===== config.mk =====
export PLATFORM = sky130hd
export DESIGN_NAME = led_multi_blink_flat
export DESIGN_NICKNAME = d
export VERILOG_FILES = /design/src/rtl/led_multi_blink_pkg.sv /design/src/rtl/led_multi_blink_if.sv /design/src/rtl/led_multi_blink_chan.sv /design/src/rtl/led_multi_blink.sv /design/src/flat_wrapper.sv
export SDC_FILE = /design/constraint.sdc
export NUM_CORES = 1
export LEC_CHECK = 0
export ABC_AREA = 1
export CAP_MARGIN = 10
export CORE_MARGIN = 2
export CORE_UTILIZATION = 48
export DETAILED_ROUTE_END_ITERATION = 16
export RECOVER_POWER = 25
export SYNTH_ARGS = -nofsm -noshare
export SYNTH_HDL_FRONTEND = slang
export SYNTH_SLANG_ARGS = --single-unit

===== constraint.sdc =====
create_clock -name Clk50M -period 2.71 [get_ports Clk50M]
set_input_delay 0.542 -clock Clk50M [delete_from_list [all_inputs] [get_ports Clk50M]]
set_output_delay 0.542 -clock Clk50M [all_outputs]
set_load 0.02 [all_outputs]

===== src/rtl/led_multi_blink_pkg.sv =====
// Shared definitions for the multi-channel LED driver: channel modes and
// configuration value width.
package led_multi_blink_pkg;

  localparam int VAL_W = 16;

  typedef enum logic [1:0] {
    MODE_OFF   = 2'b00,
    MODE_ON    = 2'b01,
    MODE_BLINK = 2'b10,
    MODE_PWM   = 2'b11
  } mode_t;

endpackage


===== src/rtl/led_multi_blink_if.sv =====
// Channel configuration bus shared by the control side and the LED driver.
interface led_multi_blink_if;
  import led_multi_blink_pkg::*;

  // cfg_we is a fire-and-forget strobe with no ready: every cycle it is high
  // is one write, taken at that clock edge. sync is a one-cycle pulse.
  logic             cfg_we;
  logic [3:0]       cfg_ch;
  logic [1:0]       cfg_mode;
  logic [VAL_W-1:0] cfg_val;
  logic             sync;

  modport master (output cfg_we, output cfg_ch, output cfg_mode,
                  output cfg_val, output sync);
  modport slave  (input cfg_we, input cfg_ch, input cfg_mode,
                  input cfg_val, input sync);
endinterface


===== src/rtl/led_multi_blink_chan.sv =====
// One LED channel: holds mode/value, the ms blink counter and phase, and a
// registered lit state (active-high; polarity is applied at the top).
module led_chan
  import led_multi_blink_pkg::*;
#(
  parameter int RST_HALF_MS = 500
) (
  input  logic             Clk50M,
  input  logic             Rst_n,
  input  logic             tick_ms,
  input  logic [7:0]       pwm_cnt,
  input  logic             we,
  input  mode_t            mode,
  input  logic [VAL_W-1:0] val,
  input  logic             sync,
  output logic             lit
);

  mode_t            mode_q;
  logic [VAL_W-1:0] val_q;
  logic [VAL_W-1:0] cnt_q;
  logic             phase_q;
  logic [VAL_W-1:0] half_m1;
  logic             lit_d;

  // A half-period of 0 behaves like 1, so the terminal count is 0 either way.
  assign half_m1 = (val_q == '0) ? '0 : val_q - 1'b1;

  always_ff @(posedge Clk50M or negedge Rst_n) begin
    if (!Rst_n) begin
      mode_q  <= MODE_BLINK;
      val_q   <= VAL_W'(RST_HALF_MS);
      cnt_q   <= '0;
      phase_q <= 1'b0;
      lit     <= 1'b0;
    end else begin
      lit <= lit_d;
      if (we) begin
        mode_q  <= mode;
        val_q   <= val;
        cnt_q   <= '0;
        phase_q <= 1'b0;
      end else if (sync) begin
        cnt_q   <= '0;
        phase_q <= 1'b0;
      end else if (tick_ms && (mode_q == MODE_BLINK)) begin
        if (cnt_q == half_m1) begin
          cnt_q   <= '0;
          phase_q <= ~phase_q;
        end else begin
          cnt_q <= cnt_q + 1'b1;
        end
      end
    end
  end

  always_comb begin
    lit_d = 1'b0;
    unique case (mode_q)
      MODE_OFF:   lit_d = 1'b0;
      MODE_ON:    lit_d = 1'b1;
      MODE_BLINK: lit_d = phase_q;
      MODE_PWM:   lit_d = (pwm_cnt < val_q[7:0]);
      default:    lit_d = 1'b0;
    endcase
  end

endmodule


===== src/rtl/led_multi_blink.sv =====
// Multi-channel LED driver: shared 1 ms prescaler and PWM counter feeding
// LED_NUM independent OFF/ON/BLINK/PWM channels.
module led_multi_blink
  import led_multi_blink_pkg::*;
#(
  parameter int CLK_FREQ    = 50_000_000,
  parameter int LED_NUM     = 4,
  parameter int RST_HALF_MS = 500,
  parameter int ACTIVE_LOW  = 1
) (
  input  logic               Clk50M,
  input  logic               Rst_n,
  led_multi_blink_if.slave   cfg,
  output logic               tick_ms,
  output logic [LED_NUM-1:0] led
);

  localparam int DIV = CLK_FREQ / 1000;
  localparam int PW  = $clog2(DIV);
  localparam logic [PW-1:0] PRESC_TERM = PW'(DIV - 1);

  logic [PW-1:0]      presc;
  logic [7:0]         pwm_cnt;
  logic [LED_NUM-1:0] lit_vec;

  always_ff @(posedge Clk50M or negedge Rst_n) begin
    if (!Rst_n) begin
      presc   <= '0;
      pwm_cnt <= '0;
      tick_ms <= 1'b0;
    end else begin
      presc   <= (presc == PRESC_TERM) ? '0 : presc + 1'b1;
      pwm_cnt <= pwm_cnt + 1'b1;
      tick_ms <= (presc == PRESC_TERM);
    end
  end

  // Indices at or above LED_NUM match no channel, so such writes vanish.
  for (genvar i = 0; i < LED_NUM; i++) begin : g_chan
    led_chan #(
      .RST_HALF_MS(RST_HALF_MS)
    ) u_chan (
      .Clk50M  (Clk50M),
      .Rst_n   (Rst_n),
      .tick_ms (tick_ms),
      .pwm_cnt (pwm_cnt),
      .we      (cfg.cfg_we && (cfg.cfg_ch == 4'(i))),
      .mode    (mode_t'(cfg.cfg_mode)),
      .val     (cfg.cfg_val),
      .sync    (cfg.sync),
      .lit     (lit_vec[i])
    );
  end

  assign led = (ACTIVE_LOW != 0) ? ~lit_vec : lit_vec;

endmodule


===== src/flat_wrapper.sv =====
// flat-port wrapper written by rule: the top's interface ports become plain ports
module led_multi_blink_flat import led_multi_blink_pkg::*;
#(
  parameter int CLK_FREQ    = 50_000_000,
  parameter int LED_NUM     = 4,
  parameter int RST_HALF_MS = 500,
  parameter int ACTIVE_LOW  = 1
)
  (Clk50M, Rst_n, tick_ms, led, cfg_cfg_we, cfg_cfg_ch, cfg_cfg_mode, cfg_cfg_val, cfg_sync);
  led_multi_blink_if cfg_i ();
  input  logic Clk50M;
  input  logic Rst_n;
  output logic tick_ms;
  output logic [LED_NUM-1:0] led;
  input wire logic [$bits(cfg_i.cfg_we)-1:0] cfg_cfg_we;
  input wire logic [$bits(cfg_i.cfg_ch)-1:0] cfg_cfg_ch;
  input wire logic [$bits(cfg_i.cfg_mode)-1:0] cfg_cfg_mode;
  input wire logic [$bits(cfg_i.cfg_val)-1:0] cfg_cfg_val;
  input wire logic [$bits(cfg_i.sync)-1:0] cfg_sync;
  assign cfg_i.cfg_we = cfg_cfg_we;
  assign cfg_i.cfg_ch = cfg_cfg_ch;
  assign cfg_i.cfg_mode = cfg_cfg_mode;
  assign cfg_i.cfg_val = cfg_cfg_val;
  assign cfg_i.sync = cfg_sync;
  led_multi_blink #(.CLK_FREQ(CLK_FREQ), .LED_NUM(LED_NUM), .RST_HALF_MS(RST_HALF_MS), .ACTIVE_LOW(ACTIVE_LOW)) u_core (.Clk50M(Clk50M), .Rst_n(Rst_n), .cfg(cfg_i), .tick_ms(tick_ms), .led(led));
endmodule

==> summary.txt <==
Outcome
  – Status: complete, no violations

Yosys
  – Syn_area_per_cell: 7.07 um^2
  – Asr flop ratio synth: 100%
  – Synth Net Count: 1693
  – Yosys warns: 0
  – Synth Instances: 1629
  – Synth cell count leaders: nand2_1 (457), inv_1 (234), nor2_1 (148), dfrtp_1 (141), nand3_1 (127)
  – Mapped cell area: approximately 12000 um^2
  – Yosys top cell area share: 30.6%
  – Seq/Total Area, Yosys: 37.0%
  – Most used DFF post-synth: dfrtp_1
  – Top-count cell post-synth: nand2_1
  – Cell variety after synth: between 40 and 50
  – Post-synth EDFFs: 0
  – Synth area leaders: dfrtp_1 (31%), nand2_1 (15%), inv_1 (7.6%)
  – Leading area contributor after synthesis: dfrtp_1
  – #FFs+latches synth: 169

Clock network
  – Clock root buffer: clkbuf_16
  – Total CTS buffers: 17
  – Cts hold-fix bufs: 0
  – Clock Pin Slew Worst Setup and Hold Paths: 0.07 ns
  – Worst-skew pair later-pin latency: 0.43 ns
  – CTS tree: built
  – Post-CTS setup buffers: 0
  – Post_cts resized: 0
  – Max Root-Sink Buffers: 2
  – Htree depth: 4
  – Clock sink count: 169

Setup path
  – WP buf/inv: 1
  – Worst EP required: 3.04 ns
  – Slowest stage delay, CP: 0.40 ns
  – Slowest cell on the critical path: dfrtp_1
  – Crit path top cell by count: nand2_1
  – Max FO, Critical Path: 24
  – Family with the most delay on the worst path: simple AND/OR/NAND/NOR gates
  – Critical-path cell list: inv_1, ha_1, nand2_2, nor2_1, nand2_4, nand4_1, nand2_1, nor2_1, nand2_1, nor2_1, nand2_2, nand2_4, nand2_1, nand2_1, nand2_1
  – Setup CP Type: flip-flop to flip-flop
  – Worst r2r src: u_core.g_chan[1].u_chan.val_q[0]
  – Worst Setup End Kind: flip-flop
  – Critical Path Start: u_core.g_chan[1].u_chan.val_q[0]
  – Worst EP arrival: 2.77 ns
  – Type of origin of the critical path: flip-flop

Global routing
  – Initial antenna violation count: 0
  – First-pass GRT wire length: roughly 46000 um
  – Largest net degree at the start of global routing: 52
  – GR Util met1: approximately 31%
  – Met3 usage: 3.20%
  – Tot GR Track Use: 22.3%
  – Gr busiest metal: met2
  – Overflow after GRT: 0
  – Number of global-route vias before repair: ~9600
  – GR Util met2: 37.1%

Finish
  – Final net count: 1732
  – Final core occ: between 50% and 60%
  – Final Instance Count excl. Fillers: 2000
  – Layout cell share with drive strength beyond 1: 10.4%
  – Antenna Diode Count: 0
  – Filler cell count: 2356
  – Area grow syn2layout: 10.6%

Timing
  – RSZ-0062 raised after global routing: false
  – Final Cycle Share: 90.1%
  – Clock Skews: around 0.012 ns
  – Max Fclk: 0.410 GHz
  – Final Hold Violating Endpoints: 0
  – Max_slew headroom: 11.6%
  – Final min period: 2.44 ns
  – Worst-Margin Slew: 1.33 ns
  – Total Neg Setup Slack: 0 ns
  – Final slew viol count: 0
  – Endpoints failing setup: 0

Placed design
  – Gp weighted congestion: 0.851
  – Placed Cells: 1968
  – Post-DP HPWL: 21000 um
  – Port Buffers: 30

Routing
  – Average wire per standard cell: 13.9 um
  – # DRC: 0
  – Drt pass-1 iters: 6
  – Final antenna-violating net count: 0
  – Initial drt markers: 614
  – Via density per instance: 5.11
  – Via count: 10221
  – WL final: 27800 um

Job
  – Number of max-cap violations: 0

Die
  – Die Ht: 159 um
  – IO Pins: 31
  – Rows: 56
  – Die area: roughly 25000 um^2
  – Core area: 23500 um^2
  – Starting Density: between 40% and 50%
  – Die X: 159 um

Min path
  – Hold Path Class: primary input to asynchronous set/reset pin

Pwr
  – Worst IR Drop VDD: 445 uV
  – Leakage Power: 6.13 nW
  – PwrDens: a little over 600 nW/um^2
## worst register-to-register path, delay by kind of cell, from the launching register on
family / cells / cell delay (ns)
buffers and inverters: 1 / 0.12
and+or+nand+nor: 13 / 1.58
adders and majority gates: 1 / 0.23
DFF: 1 / 0.40
## kinds of logic (layout without fill, tap and decap cells)
family                     Yosys count  in the layout  share of synthesized area, %
AOI/OAI and AO/OA                  182            182                          8.53
buffers and inverters              270            322                          9.93
xor gates and xnor gates            61             61                          4.64
DFF                                169            169                          37.0
and+or+nand+nor                    909            909                          35.8
adders and majority gates           38             38                          4.13
## worst paths after layout
kind	to	slack, ns	cells after the start
min in group Clk50M	u_core.presc[15]	0.47	1
hold reg to reg	u_core.presc[15]	0.47	1
hold / removal	u_core.g_chan[3].u_chan.cnt_q[15]	0.40	1
max in group asynchronous	u_core.g_chan[0].u_chan.cnt_q[14]	0.61	2
setup / recovery	u_core.g_chan[1].u_chan.phase_q	0.27	15
setup reg to reg	u_core.g_chan[1].u_chan.phase_q	0.27	15
## report_power, final
part | switching, mW | internal, mW
combinational | 1.49 | 0.879
sequential | 0.309 | 2.84
clock | 1.12 | 1.22
total | 2.91 | 4.94
## metrics by stage
| stage | setup slack, ns | cell area [um^2] | total power [mW] | hold WS [ns] |
|---|---|---|---|---|
| finish | 0.268 | 12700 | 7.85 | 0.402 |
| global route | 0.0531 | 12700 | 8.44 | 0.490 |
| CTS | 0.190 | 12700 | 7.93 | 0.0721 |
| detailed placement | 0.108 | 12200 | 5.55 | 0.459 |
| global placement | 0.133 | 12200 | 5.51 | 0.447 |
| floorplan | 0.609 | 11500 | 4.92 | 0.246 |
## state kept, by name, summed over array words and instances, names as in the netlist
register                      count
u_core.presc                     16
u_core.g_chan.u_chan.cnt_q       64
u_core.g_chan.u_chan.lit          4
u_core.g_chan.u_chan.phase_q      4
u_core.pwm_cnt                    8
u_core.g_chan.u_chan.val_q       64
u_core.g_chan.u_chan.mode_q       8
u_core.tick_ms                    1
## layer usage
layer | share of wire [%] | wire length [um]
met5 | 0 | 0
met1 | 47 | 13200
met3 | 4.3 | 1190
met4 | 1.3 | 366
met2 | 47 | 13000
## placed cells by master, fill, tap and decap left out, types with 17 or more instances in the layout
cell	count
nand2_1	457
inv_1	234
nor2_1	147
dfrtp_1	141
nand3_1	127
o21ai_0	111
nand4_1	57
xor2_1	56
a21oi_1	48
ha_1	38
nor2_2	35
clkdlybuf4s50_1	29
dfstp_2	28
nor3_1	20
clkbuf_16	17
buf_4	17
## cell type report
type	instances	area [um^2]	share of cell area [%]
Tap cell	319	399	3.13
Multi-Input combinational cell	1190	6130	48.1
Sequential cell	169	4260	33.5
Clock inverter	13	111	0.874
Clock buffer	19	443	3.48
Inverter	238	898	7.05
Timing Repair Buffer	52	492	3.86
Power figures use the tool's default switching activity.
